### src/rtl/breakdown_classify_if.sv
// ----------------------------------------------------------------------------
// breakdown_classify_if: ADC sample inputs and classification outputs of the gap classifier
// Rev 1.0
// ----------------------------------------------------------------------------
`timescale 1ns/1ps
`default_nettype none

interface breakdown_classify_if #(
   parameter int DATA_W = 16,
   parameter int CNT_W  = 16
);
   logic signed [DATA_W-1:0] sample_current;
   logic signed [DATA_W-1:0] sample_voltage;
   logic                     sample_valid;
   logic [7:0]               current_state;
   logic                     is_breakdown;
   logic                     is_short;
   logic                     is_open_timeout;
   logic [1:0]               gap_class;
   logic [CNT_W-1:0]         ignition_delay;
   logic                     ignition_delay_valid;

   modport master (
      output sample_current, sample_voltage, sample_valid, current_state,
      input  is_breakdown, is_short, is_open_timeout, gap_class,
             ignition_delay, ignition_delay_valid
   );

   modport slave (
      input  sample_current, sample_voltage, sample_valid, current_state,
      output is_breakdown, is_short, is_open_timeout, gap_class,
             ignition_delay, ignition_delay_valid
   );
endinterface

`default_nettype wire

### src/rtl/breakdown_classify.sv
// ----------------------------------------------------------------------------
// breakdown_classify: breakdown / short / open-timeout gap classifier with ignition delay
// Rev 1.0
// ----------------------------------------------------------------------------
`timescale 1ns/1ps
`default_nettype none

module breakdown_classify #(
   parameter int                DATA_W                  = 16,
   parameter int                CNT_W                   = 16,
   parameter logic [7:0]        WAIT_STATE_CODE         = 8'b00000001,
   parameter logic [1:0]        DETECT_MODE             = 2'd0,
   parameter logic [DATA_W-1:0] DEION_THRESHOLD_VOL     = 16'd8,
   parameter logic [DATA_W-1:0] BREAKDOWN_THRESHOLD_VOL = 16'd35,
   parameter logic [DATA_W-1:0] BREAKDOWN_THRESHOLD_CUR = 16'd10,
   parameter logic [CNT_W-1:0]  QUALIFY_TIME            = 16'd10,
   parameter logic [CNT_W-1:0]  GLITCH_TOL              = 16'd2,
   parameter logic [CNT_W-1:0]  SHORT_TIME              = 16'd50,
   parameter logic [CNT_W-1:0]  OPEN_TIMEOUT            = 16'd10000
) (
   input  logic                clk,
   input  logic                rst_n,
   breakdown_classify_if.slave bus
);

   typedef enum logic [2:0] {
      S_IDLE      = 3'd0,
      S_MONITOR   = 3'd1,
      S_BREAKDOWN = 3'd2,
      S_SHORT     = 3'd3,
      S_TIMEOUT   = 3'd4
   } state_t;

   // A zero qualify/short length would classify on wait entry; clamp to one sample.
   localparam logic [CNT_W-1:0] QUAL_EFF  = (QUALIFY_TIME == '0) ? CNT_W'(1) : QUALIFY_TIME;
   localparam logic [CNT_W-1:0] SHORT_EFF = (SHORT_TIME == '0) ? CNT_W'(1) : SHORT_TIME;

   function automatic logic [CNT_W-1:0] sat_inc(input logic [CNT_W-1:0] x);
      return (&x) ? x : x + CNT_W'(1);
   endfunction

   state_t           state_q, state_d;
   logic [CNT_W-1:0] delay_cnt_q, delay_cnt_d;
   logic [CNT_W-1:0] qual_cnt_q, qual_cnt_d;
   logic [CNT_W-1:0] miss_cnt_q, miss_cnt_d;
   logic [CNT_W-1:0] short_cnt_q, short_cnt_d;
   logic [CNT_W-1:0] ign_delay_q, ign_delay_d;
   logic             ign_valid_q, ign_valid_d;
   logic             vol_ok_q, vol_ok_d;
   logic             cur_ok_q, cur_ok_d;
   logic             short_hit_q, short_hit_d;
   logic             valid_q, valid_d;
   logic             hit;
   logic             in_wait;
   logic [CNT_W-1:0] miss_inc;

   assign in_wait = (bus.current_state == WAIT_STATE_CODE);

   // Threshold compares are registered once per sample; the FSM consumes them a cycle later.
   always_comb begin
      vol_ok_d    = ($signed(bus.sample_voltage) >= $signed(DEION_THRESHOLD_VOL)) &&
                    ($signed(bus.sample_voltage) <= $signed(BREAKDOWN_THRESHOLD_VOL));
      cur_ok_d    = ($signed(bus.sample_current) >= $signed(BREAKDOWN_THRESHOLD_CUR));
      short_hit_d = ($signed(bus.sample_voltage) < $signed(DEION_THRESHOLD_VOL)) && cur_ok_d;
      valid_d     = bus.sample_valid;
   end

   always_comb begin
      hit = vol_ok_q;
      case (DETECT_MODE)
         2'd1:    hit = vol_ok_q & cur_ok_q;
         2'd2:    hit = vol_ok_q | cur_ok_q;
         default: hit = vol_ok_q;
      endcase
   end

   always_comb begin
      state_d     = state_q;
      delay_cnt_d = delay_cnt_q;
      qual_cnt_d  = qual_cnt_q;
      miss_cnt_d  = miss_cnt_q;
      short_cnt_d = short_cnt_q;
      ign_delay_d = ign_delay_q;
      ign_valid_d = 1'b0;
      miss_inc    = sat_inc(miss_cnt_q);

      if (!in_wait) begin
         state_d     = S_IDLE;
         delay_cnt_d = '0;
         qual_cnt_d  = '0;
         miss_cnt_d  = '0;
         short_cnt_d = '0;
      end else begin
         case (state_q)
            S_IDLE: begin
               state_d     = S_MONITOR;
               delay_cnt_d = '0;
               qual_cnt_d  = '0;
               miss_cnt_d  = '0;
               short_cnt_d = '0;
            end
            S_MONITOR: begin
               delay_cnt_d = sat_inc(delay_cnt_q);
               if (valid_q) begin
                  if (hit) begin
                     qual_cnt_d = sat_inc(qual_cnt_q);
                     miss_cnt_d = '0;
                  end else if (miss_inc > GLITCH_TOL) begin
                     qual_cnt_d = '0;
                     miss_cnt_d = '0;
                  end else begin
                     miss_cnt_d = miss_inc;
                  end
                  short_cnt_d = short_hit_q ? sat_inc(short_cnt_q) : '0;
               end
               // Decide on next-count values so the flag rises with the final sample.
               if (short_cnt_d >= SHORT_EFF) begin
                  state_d = S_SHORT;
               end else if (qual_cnt_d >= QUAL_EFF) begin
                  state_d     = S_BREAKDOWN;
                  ign_delay_d = delay_cnt_d;
                  ign_valid_d = 1'b1;
               end else if ((OPEN_TIMEOUT != '0) && (delay_cnt_d >= OPEN_TIMEOUT)) begin
                  state_d = S_TIMEOUT;
               end
            end
            default: ;
         endcase
      end
   end

   always_ff @(posedge clk or negedge rst_n) begin
      if (!rst_n) begin
         state_q     <= S_IDLE;
         delay_cnt_q <= '0;
         qual_cnt_q  <= '0;
         miss_cnt_q  <= '0;
         short_cnt_q <= '0;
         ign_delay_q <= '0;
         ign_valid_q <= 1'b0;
         vol_ok_q    <= 1'b0;
         cur_ok_q    <= 1'b0;
         short_hit_q <= 1'b0;
         valid_q     <= 1'b0;
      end else begin
         state_q     <= state_d;
         delay_cnt_q <= delay_cnt_d;
         qual_cnt_q  <= qual_cnt_d;
         miss_cnt_q  <= miss_cnt_d;
         short_cnt_q <= short_cnt_d;
         ign_delay_q <= ign_delay_d;
         ign_valid_q <= ign_valid_d;
         vol_ok_q    <= vol_ok_d;
         cur_ok_q    <= cur_ok_d;
         short_hit_q <= short_hit_d;
         valid_q     <= valid_d;
      end
   end

   always_comb begin
      bus.gap_class = 2'd0;
      case (state_q)
         S_BREAKDOWN: bus.gap_class = 2'd1;
         S_SHORT:     bus.gap_class = 2'd2;
         S_TIMEOUT:   bus.gap_class = 2'd3;
         default:     bus.gap_class = 2'd0;
      endcase
   end

   assign bus.is_breakdown         = (state_q == S_BREAKDOWN);
   assign bus.is_short             = (state_q == S_SHORT);
   assign bus.is_open_timeout      = (state_q == S_TIMEOUT);
   assign bus.ignition_delay       = ign_delay_q;
   assign bus.ignition_delay_valid = ign_valid_q;

endmodule

`default_nettype wire
### src/flat_wrapper.sv
// flat-port wrapper written by rule: the top's interface ports become plain ports
module breakdown_classify_flat 
#(
   parameter int                DATA_W                  = 16,
   parameter int                CNT_W                   = 16,
   parameter logic [7:0]        WAIT_STATE_CODE         = 8'b00000001,
   parameter logic [1:0]        DETECT_MODE             = 2'd0,
   parameter logic [DATA_W-1:0] DEION_THRESHOLD_VOL     = 16'd8,
   parameter logic [DATA_W-1:0] BREAKDOWN_THRESHOLD_VOL = 16'd35,
   parameter logic [DATA_W-1:0] BREAKDOWN_THRESHOLD_CUR = 16'd10,
   parameter logic [CNT_W-1:0]  QUALIFY_TIME            = 16'd10,
   parameter logic [CNT_W-1:0]  GLITCH_TOL              = 16'd2,
   parameter logic [CNT_W-1:0]  SHORT_TIME              = 16'd50,
   parameter logic [CNT_W-1:0]  OPEN_TIMEOUT            = 16'd10000
)
  (clk, rst_n, bus_sample_current, bus_sample_voltage, bus_sample_valid, bus_current_state, bus_is_breakdown, bus_is_short, bus_is_open_timeout, bus_gap_class, bus_ignition_delay, bus_ignition_delay_valid);
  breakdown_classify_if #(.DATA_W(DATA_W), .CNT_W(CNT_W)) bus_i ();
  input  logic clk;
  input  logic rst_n;
  input wire logic [$bits(bus_i.sample_current)-1:0] bus_sample_current;
  input wire logic [$bits(bus_i.sample_voltage)-1:0] bus_sample_voltage;
  input wire logic [$bits(bus_i.sample_valid)-1:0] bus_sample_valid;
  input wire logic [$bits(bus_i.current_state)-1:0] bus_current_state;
  output wire logic [$bits(bus_i.is_breakdown)-1:0] bus_is_breakdown;
  output wire logic [$bits(bus_i.is_short)-1:0] bus_is_short;
  output wire logic [$bits(bus_i.is_open_timeout)-1:0] bus_is_open_timeout;
  output wire logic [$bits(bus_i.gap_class)-1:0] bus_gap_class;
  output wire logic [$bits(bus_i.ignition_delay)-1:0] bus_ignition_delay;
  output wire logic [$bits(bus_i.ignition_delay_valid)-1:0] bus_ignition_delay_valid;
  assign bus_i.sample_current = bus_sample_current;
  assign bus_i.sample_voltage = bus_sample_voltage;
  assign bus_i.sample_valid = bus_sample_valid;
  assign bus_i.current_state = bus_current_state;
  assign bus_is_breakdown = bus_i.is_breakdown;
  assign bus_is_short = bus_i.is_short;
  assign bus_is_open_timeout = bus_i.is_open_timeout;
  assign bus_gap_class = bus_i.gap_class;
  assign bus_ignition_delay = bus_i.ignition_delay;
  assign bus_ignition_delay_valid = bus_i.ignition_delay_valid;
  breakdown_classify #(.DATA_W(DATA_W), .CNT_W(CNT_W), .WAIT_STATE_CODE(WAIT_STATE_CODE), .DETECT_MODE(DETECT_MODE), .DEION_THRESHOLD_VOL(DEION_THRESHOLD_VOL), .BREAKDOWN_THRESHOLD_VOL(BREAKDOWN_THRESHOLD_VOL), .BREAKDOWN_THRESHOLD_CUR(BREAKDOWN_THRESHOLD_CUR), .QUALIFY_TIME(QUALIFY_TIME), .GLITCH_TOL(GLITCH_TOL), .SHORT_TIME(SHORT_TIME), .OPEN_TIMEOUT(OPEN_TIMEOUT)) u_core (.clk(clk), .rst_n(rst_n), .bus(bus_i));
endmodule
### config.mk
export PLATFORM = sky130hd
export DESIGN_NAME = breakdown_classify_flat
export DESIGN_NICKNAME = d
export VERILOG_FILES = /design/src/rtl/breakdown_classify_if.sv /design/src/rtl/breakdown_classify.sv /design/src/flat_wrapper.sv
export SDC_FILE = /design/constraint.sdc
export NUM_CORES = 1
export LEC_CHECK = 0
export ABC_AREA = 1
export CAP_MARGIN = 20
export CELL_PAD_IN_SITES_DETAIL_PLACEMENT = 0
export CELL_PAD_IN_SITES_GLOBAL_PLACEMENT = 1
export CORE_MARGIN = 3
export CORE_UTILIZATION = 42
export CTS_BUF_LIST = sky130_fd_sc_hd__clkbuf_4
export DETAILED_ROUTE_END_ITERATION = 7
export HOLD_SLACK_MARGIN = 0.05
export PLACE_DENSITY = 0.92
export SYNTH_ARGS = -nofsm -noshare
export SYNTH_HDL_FRONTEND = slang
export SYNTH_SLANG_ARGS = --single-unit
export TNS_END_PERCENT = 5
### constraint.sdc
create_clock -name clk -period 3 [get_ports clk]
set_input_delay 0.6 -clock clk [delete_from_list [all_inputs] [get_ports clk]]
set_output_delay 0.6 -clock clk [all_outputs]
set_load 0.05 [all_outputs]
==> results of run 1 <==
## cell type report
cell class | count | area [um^2]
clock buffer | 9 | 67.6
clock inverter | 7 | 129
fill | 1249 | 5680
inverter | 116 | 440
multi-input combinational | 586 | 3090
sequential | 87 | 2180
tap | 172 | 215
timing repair buffer | 101 | 972
## timing repair
item | in CTS | in global routing
hold buffers | 0 | 0
setup buffers | 0 | 13
setup endpoints to repair | 0 | 19
resized for setup | 0 | 60
## worst paths after layout
path,start,to
max in group asynchronous,rst_n,u_core.miss_cnt_q[12]
hold reg to reg,u_core.bus.ignition_delay[14],u_core.bus.ignition_delay[14]
setup / recovery,u_core.miss_cnt_q[1],u_core.bus.ignition_delay[5]
min in group clk,u_core.bus.ignition_delay[14],u_core.bus.ignition_delay[14]
setup reg to reg,u_core.miss_cnt_q[1],u_core.bus.ignition_delay[5]
hold / removal,rst_n,u_core.short_cnt_q[9]
## sequential cells by signal, indices dropped and copies added (netlist names)
name,count
u_core.bus.ignition_delay,16
u_core.delay_cnt_q,16
u_core.miss_cnt_q,16
u_core.qual_cnt_q,16
u_core.short_cnt_q,16
u_core.state_q,3
u_core.bus.ignition_delay_valid,1
u_core.hit,1
u_core.short_hit_q,1
u_core.valid_q,1
## cell usage in the layout (no fill, tap or decap), types with 3 or more instances in the layout
cell type,instances
nand3_2,8
a21oi_1,15
o22ai_1,35
nor2_4,9
o21ai_1,6
clkbuf_4,9
xor2_1,16
inv_2,9
nand2_1,200
buf_4,36
nor2_1,80
nand3_1,48
bufinv_16,3
nand4_1,21
nor4_1,6
nor3_1,15
nand2_2,31
o21ai_0,40
clkdlybuf4s50_1,60
inv_1,104
o21ai_2,10
nor2_2,8
nand2_4,9
dfrtp_1,87
or2_2,4
## cell families after synthesis
group                      after synthesis  share of synthesized area, %
DFF                                     87                          39.1
and+or+nand+nor                        445                          35.5
xor gates and xnor gates                17                          2.67
buffers and inverters                  133                          9.30
adders and majority gates                4                         0.898
AOI/OAI and AO/OA                      118                          12.6
## critical path, cell delays in order (launching register included)
cell	delay [ps]
dfrtp_1	410
ha_2	210
nand2_2	70
nor2_4	220
nand2_4	130
nor2_4	150
nand2_1	90
nand2_2	90
nand2_2	50
nand3_2	70
nor2_4	60
nand2_4	120
nand2_4	90
nand2_1	90
nand3_1	110
nor2_2	140
nand3_2	110
nor2_4	150
inv_2	60
nand2_4	140
clkbuf_16	190
nand2_2	50
o21ai_2	40
## power groups by stage
stage / clock (W) / combinational (W) / sequential, W
6_report: 0.000903 / 0.000134 / 0.00118
5_1_grt: 0.000972 / 0.000150 / 0.00118
4_1_cts: 0.000937 / 0.000131 / 0.00118
3_5_place_dp: 0 / 0.000130 / 0.00120
3_3_place_gp: 0 / 0.000130 / 0.00120
2_1_floorplan: 0 / 0.0000391 / 0.00120
## layer usage
metal	track usage, %	vias up	routed length [um]	part of all wire [%]
li1	-	2817	-	-
met1	29.0	2554	7130	49
met2	31.0	138	6640	45
met3	2.70	17	674	4.6
met4	6.72	0	229	1.6
met5	0	-	0	0
## through the flow
stage	setup WS, ps	total power [W]
final	83.2	0.00222
after global routing	-93.5	0.00230
after CTS	48.6	0.00225
after detailed placement	99.4	0.00133
after global placement	115	0.00133
after floorplan	165	0.00124
==> results by group, run 1 <==
STA
  – Fmax: 0.343 GHz
  – Final setup vio count: 0
  – Final Cycle Share: around 97%
  – Clk_skew: around 12 ps
  – Worst-Margin Slew: 704 ps
  – RSZ-0062 raised after global routing: yes
  – Final-report hold violation count: 0
  – Setup TNS: 0 ps
  – Hold slack: around 150 ps
  – Slew HR: a little over half
  – Period minus WS final: a little under 3000 ps
  – Slew Limit Fails: 0

Global route
  – Vias in the first global route: around 5k
  – Initial antenna violation count: 0
  – First-pass GRT wire length: 24.2 mm
  – Grt ovf: 0
  – Pin count of the biggest net entering global routing: 53
  – Total track usage: 20.0%

Pwr
  – Switching Power: roughly 0.00054 W
  – Clock network power share: between 40% and 50%
  – Seq pwr share: about 53%
  – Logic pwr share: 6.1%
  – Max VDD drop: 225 uV
  – Pint: ~0.0017 W
  – P_leak: approximately 3.2 nW
  – Power per cell area: about 310 nW/um^2
  – Net Sw Frac: between 20 and 25%

Drt
  – Detail Route Antenna Nets: 0
  – Via count: about 5.5k
  – Final wirelength: ~15 mm
  – DR vias/cell: 5.13
  – Drt first pass iters: 5
  – DRC violations left: 0
  – WL/cell: between 10 and 15 um
  – Initial DRC count: about 500

Layout
  – Final instance area: approximately 7000 um^2
  – Synth-to-Final Area Change: 27.3%
  – Layout cells sized above 1: 16.9%
  – Non-Filler Instances: around 1.1k
  – # nets final: roughly 950
  – ANT cells: 0
  – Fin util: 55.5%

Placed design
  – DP Cell Count: roughly 1.0k
  – I/O Buffers: 61
  – RePlAce Congestion: 0.849
  – DP Wirelength: around 10 mm
  – Cell Area, Placed: about 6500 um^2

Synthesis
  – Main area contributors after synthesis: dfrtp_1 (39%), nand2_1 (15%), inv_1 (7.1%)
  – Top cell type's share of synthesized area: a little under 40%
  – Count of cell types in the netlist: 40
  – Yosys top cell by area: dfrtp_1
  – Synth async-reset ratio: 100%
  – Post-Syn Area: 5570 um^2
  – #FFs+latches synth: 87
  – Sequential share of the synthesized area: 39.1%
  – Synth cell count leaders: nand2_1 (228), inv_1 (105), dfrtp_1 (87), nor2_1 (85), nand3_1 (54)
  – Syn avg cell area: a little under 7 um^2
  – Ys Warns: 0
  – Post-synth EDFFs: 0
  – Synth Flop Type: dfrtp_1
  – Syn nets: 851
  – Most common cell in the netlist: nand2_1
  – Post-synthesis cell count: 804

Clock tree
  – Clock transition at path regs: around 150 ps
  – CTS buffer count: 9
  – # clock sinks: 87
  – Clk buf depth: 2
  – Worst skew pair latency: 470 ps
  – TritonCTS clock tree: built
  – H-tree lvl count: 3
  – CTS root buffer: clkbuf_4

Floorplanning
  – CORE AREA: about 13,000 um^2
  – Die X: ~120 um
  – # rows: 41
  – Total die area: 14,700 um^2
  – Die Ht: 121 um
  – IO Pins: 65
  – Initial Util: 43.6%

Critical path
  – Worst Path Required: between 3000 and 4000 ps
  – Reg2reg path depth: 22
  – Crit path kind: register to register
  – Critical path endpoint category: register
  – Worst Path Arrival: 3330 ps
  – Crit Path Max Fanout: 7
  – Reg2Reg Setup Slack: ~83 ps
  – Startpoint Class: register

Outcome
  – Status: finished clean

Job
  – Max-cap check violation count: 0

Min path
  – Hold crit path type: input pin to async pin
(Power assumes the default switching activity.)
==> run 2, diff against run 1 <==
- ABC_AREA: 1 -> 0
- CORE_MARGIN: 3 -> 5
- CORE_UTILIZATION: 42 -> 44
- PLACE_DENSITY: 0.92 -> 0.91
==> run 2 against run 1 <==
  * The flow now finishes with violations (negative setup slack)
  * Worst hold slack got worse by 45 ps
  * Clock-buffer cell count unchanged
  * Clock skew increased by 19 ps
  * Via count increased by 7.7%
  * Utilization increased by 6.1 points
==> results by group, run 2 <==
Synthesis
  – Top cell type's share of synthesized area: 38.8% (was 39.1%)
  – Compound-cell area share of the yosys netlist: 23.3% (was 12.6%)
  – #FFs+latches synth: 87 (unchanged)
  – Count of cell types in the netlist: 69 (was 40)
  – Synth Flop Type: dfrtp_1 (unchanged)
  – Synth Area in XOR/XNOR: 2.18% (was 2.67%)
  – Syn avg cell area: 8.65 um^2 (was 6.93 um^2)
  – Synth cell count leaders: dfrtp_1 (87), nand2_1 (71), o21ai_0 (61), nor2_1 (45), a21oi_1 (35) (was nand2_1 (228), inv_1 (105), dfrtp_1 (87), nor2_1 (85), nand3_1 (54))
  – Post-Synth Adder-Cell Area: 0.891% (was 0.898%)
  – Post-Syn Area: 5620 um^2 (was 5570 um^2)
  – Largest family of logic cells by synthesized area: simple AND/OR/NAND/NOR gates (unchanged)
  – Post-synthesis cell count: 649 (was 804)
  – Sequential share of the synthesized area: 38.8% (was 39.1%)
  – Multiplexer area fraction after synthesis: 5.15% (was 0%)
  – Most common cell in the netlist: dfrtp_1 (was nand2_1)
  – Simple-Gate Fraction of Synth Area: 26.4% (was 35.5%)
  – Syn nets: 696 (was 851)
  – Yosys top cell by area: dfrtp_1 (unchanged)
  – Synth async-reset ratio: 100% (unchanged)
  – Ys Warns: 0 (unchanged)
  – Main area contributors after synthesis: dfrtp_1 (39%), o21ai_0 (5.4%), nand2_1 (4.7%) (was dfrtp_1 (39%), nand2_1 (15%), inv_1 (7.1%))
  – Post-synth EDFFs: 0 (unchanged)

Min path
  – Hold crit path type: input pin to async pin (unchanged)

Global route
  – M1 GR Usage: 27.9% (was 29.0%)
  – M2 GR Usage: 37.8% (was 31.0%)
  – Grt ovf: 0 (unchanged)
  – Pin count of the biggest net entering global routing: 48 (was 53)
  – Total track usage: 22.0% (was 20.0%)
  – Met3 usage: 3.34% (was 2.70%)
  – Initial antenna violation count: 1 (was 0)
  – GR peak layer: met2 (unchanged)
  – First-pass GRT wire length: 26.9 mm (was 24.2 mm)
  – Vias in the first global route: 5,714 (was 5,132)

Critical path
  – Worst Path Required: 3400 ps (was 3410 ps)
  – Crit Path Max Fanout: 7 (unchanged)
  – Worst Path Arrival: 3560 ps (was 3330 ps)
  – Crit path kind: register to register (unchanged)
  – Worst r2r src: u_core.short_cnt_q[11] (was u_core.miss_cnt_q[1])
  – Startpoint Class: register (unchanged)
  – Critical Path Start: u_core.short_cnt_q[11] (was u_core.miss_cnt_q[1])
  – Critical path endpoint category: register (unchanged)

Placed design
  – RePlAce Congestion: 0.953 (was 0.849)
  – DP Wirelength: 11.9 mm (was 10.2 mm)
  – Dpl ws: -163 ps (was 99.4 ps)
  – Cell Area, Placed: 7160 um^2 (was 6520 um^2)
  – I/O Buffers: 61 (unchanged)

Clock tree
  – Clock transition at path regs: 170 ps (was 150 ps)
  – Clk buf depth: 2 (unchanged)
  – H-tree lvl count: 3 (unchanged)
  – Worst skew pair latency: 510 ps (was 470 ps)
  – CTS root buffer: clkbuf_4 (unchanged)
  – CTS buffer count: 9 (unchanged)
  – TritonCTS clock tree: built (unchanged)
  – Cts hold-fix bufs: 0 (unchanged)
  – # clock sinks: 87 (unchanged)

STA
  – Final Cycle Share: 105% (was 97.2%)
  – Period minus WS final: 3150 ps (was 2920 ps)
  – Final setup vio count: 13 (was 0)
  – Final-report hold violation count: 0 (unchanged)
  – Worst-Margin Slew: 625 ps (was 704 ps)
  – RSZ-0062 raised after global routing: yes (unchanged)
  – Slew HR: 57.8% (was 53.1%)
  – Setup ws final: -153 ps (was 83.2 ps)
  – Clk_skew: 30.7 ps (was 11.6 ps)
  – Setup TNS: -1630 ps (was 0 ps)
  – Slew Limit Fails: 0 (unchanged)
  – Fmax: 0.317 GHz (was 0.343 GHz)

Pwr
  – Switching Power: 0.000543 W (was 0.000542 W)
  – Net Sw Frac: 27.5% (was 24.4%)
  – Pint: 0.00143 W (was 0.00168 W)
  – P_leak: 3.32 nW (was 3.22 nW)
  – Seq pwr share: 59.7% (was 53.2%)
  – Power per cell area: 255 nW/um^2 (was 313 nW/um^2)
  – Logic pwr share: 5.4% (was 6.1%)
  – Max VDD drop: 154 uV (was 225 uV)
  – Clock network power share: 34.9% (was 40.8%)

Floorplanning
  – Total die area: 15,100 um^2 (was 14,700 um^2)
  – IO Pins: 65 (unchanged)
  – Die Ht: 123 um (was 121 um)
  – # rows: 41 (unchanged)
  – Die X: 123 um (was 121 um)
  – CORE AREA: 12,600 um^2 (was 12,800 um^2)
  – Initial Util: 44.7% (was 43.6%)

Layout
  – Most frequent cells in the layout: buf_4 (111), dfrtp_1 (82), nand2_1 (67) (was nand2_1 (200), inv_1 (104), dfrtp_1 (87))
  – Filler cells: 1,069 (was 1,249)
  – Commonest non-fill, non-tap cell in the layout: buf_4 (was nand2_1)
  – Fin util: 61.6% (was 55.5%)
  – Final instance area: 7740 um^2 (was 7090 um^2)
  – Area of the multi-input gates: 3610 um^2 (was 3090 um^2)
  – # nets final: 854 (was 948)
  – Synth-to-Final Area Change: 37.9% (was 27.3%)
  – Layout cells sized above 1: 26.0% (was 16.9%)
  – Register cell area after layout: 2180 um^2 (about the same)

Drt
  – Final wirelength: 16.9 mm (was 14.7 mm)
  – DRC violations left: 0 (unchanged)
  – Detail Route Antenna Nets: 0 (unchanged)
  – Initial DRC count: 744 (was 488)
  – WL/cell: 17.2 um (was 13.6 um)
  – Drt first pass iters: 7 (was 5)
  – DR vias/cell: 6.04 (was 5.13)
  – Via count: 5,952 (was 5,526)

Outcome
  – Status: complete, but fails checks (was finished clean)
  – Failing checks: negative setup slack

Job
  – Max-cap check violation count: 0 (unchanged)
==> run 2: timing repair <==
action,4_1_cts,5_1_grt
buffers inserted,0,12
pin swaps,11,25
cloned,0,1
endpoints found under the setup margin,23,30
gates resized for setup,22,40
==> run 2: power by group through the flow <==
stage | registers (W) | logic [W] | clock network [W]
after floorplan | 0.00120 | 0.0000177 | 0
after global placement | 0.00120 | 0.000104 | 0
after detailed placement | 0.00120 | 0.000107 | 0
after CTS | 0.00118 | 0.000108 | 0.000707
after global routing | 0.00118 | 0.000118 | 0.000752
final | 0.00118 | 0.000107 | 0.000688
==> run 2: critical path, stage by stage (launching register included) <==
cell,delay (ps)
dfrtp_1,470
nand3_1,200
nor2_1,90
a2111oi_1,500
buf_4,210
xor2_1,80
o41ai_2,440
and4_1,310
nand2_2,90
nor2_4,170
buf_12,150
mux2_2,340
==> run 2: cells by family (layout without fill, tap and decap cells) <==
kind of cell               Yosys count  in the layout
and+or+nand+nor                    280            280
AOI/OAI and AO/OA                  196            196
DFF                                 87             87
buffers and inverters               44            207
muxes                               24             24
xor gates and xnor gates            14             14
adders and majority gates            4              4
other                                0              1
==> run 2: final cells by class <==
cell class              instances  share of cell area [%]
multi-input cells             518                    46.6
flip-flops and latches         87                    28.2
repair buffers                178                    19.9
well taps                     172                    2.78
clock inverters                 7                   0.937
clock buffers                   9                   0.873
inverters                      13                   0.630
diodes                          1                  0.0323
==> run 2: through the flow <==
stage	total power [W]	instances	hold slack, ps
finish	0.00197	985	102
floorplan	0.00121	649	304
global placement	0.00130	955	490
detailed placement	0.00131	955	502
CTS	0.00199	971	118
global route	0.00205	985	151
==> run 2: path summary, 6_finish.rpt <==
check	endpoint	slack [ps]	cells after the start
setup / recovery	u_core.bus.ignition_delay[2]	-150	11
hold / removal	u_core.bus.ignition_delay[3]	100	1
setup reg to reg	u_core.bus.ignition_delay[2]	-150	11
hold reg to reg	u_core.bus.ignition_delay[1]	530	1
max in group asynchronous	u_core.qual_cnt_q[14]	2260	2
min in group clk	u_core.bus.ignition_delay[1]	530	1
==> run 2: per-layer routing <==
layer | wire length (um) | vias up
li1 | - | 2789
met1 | 7210 | 2900
met2 | 8240 | 223
met3 | 995 | 40
met4 | 487 | 0
met5 | 0 | -
==> run 3, diff against run 2 <==
- SLEW_MARGIN: unset -> 20
==> results of run 3 <==
Same layout as run 2: the final DEF is identical, and so are final timing and power.
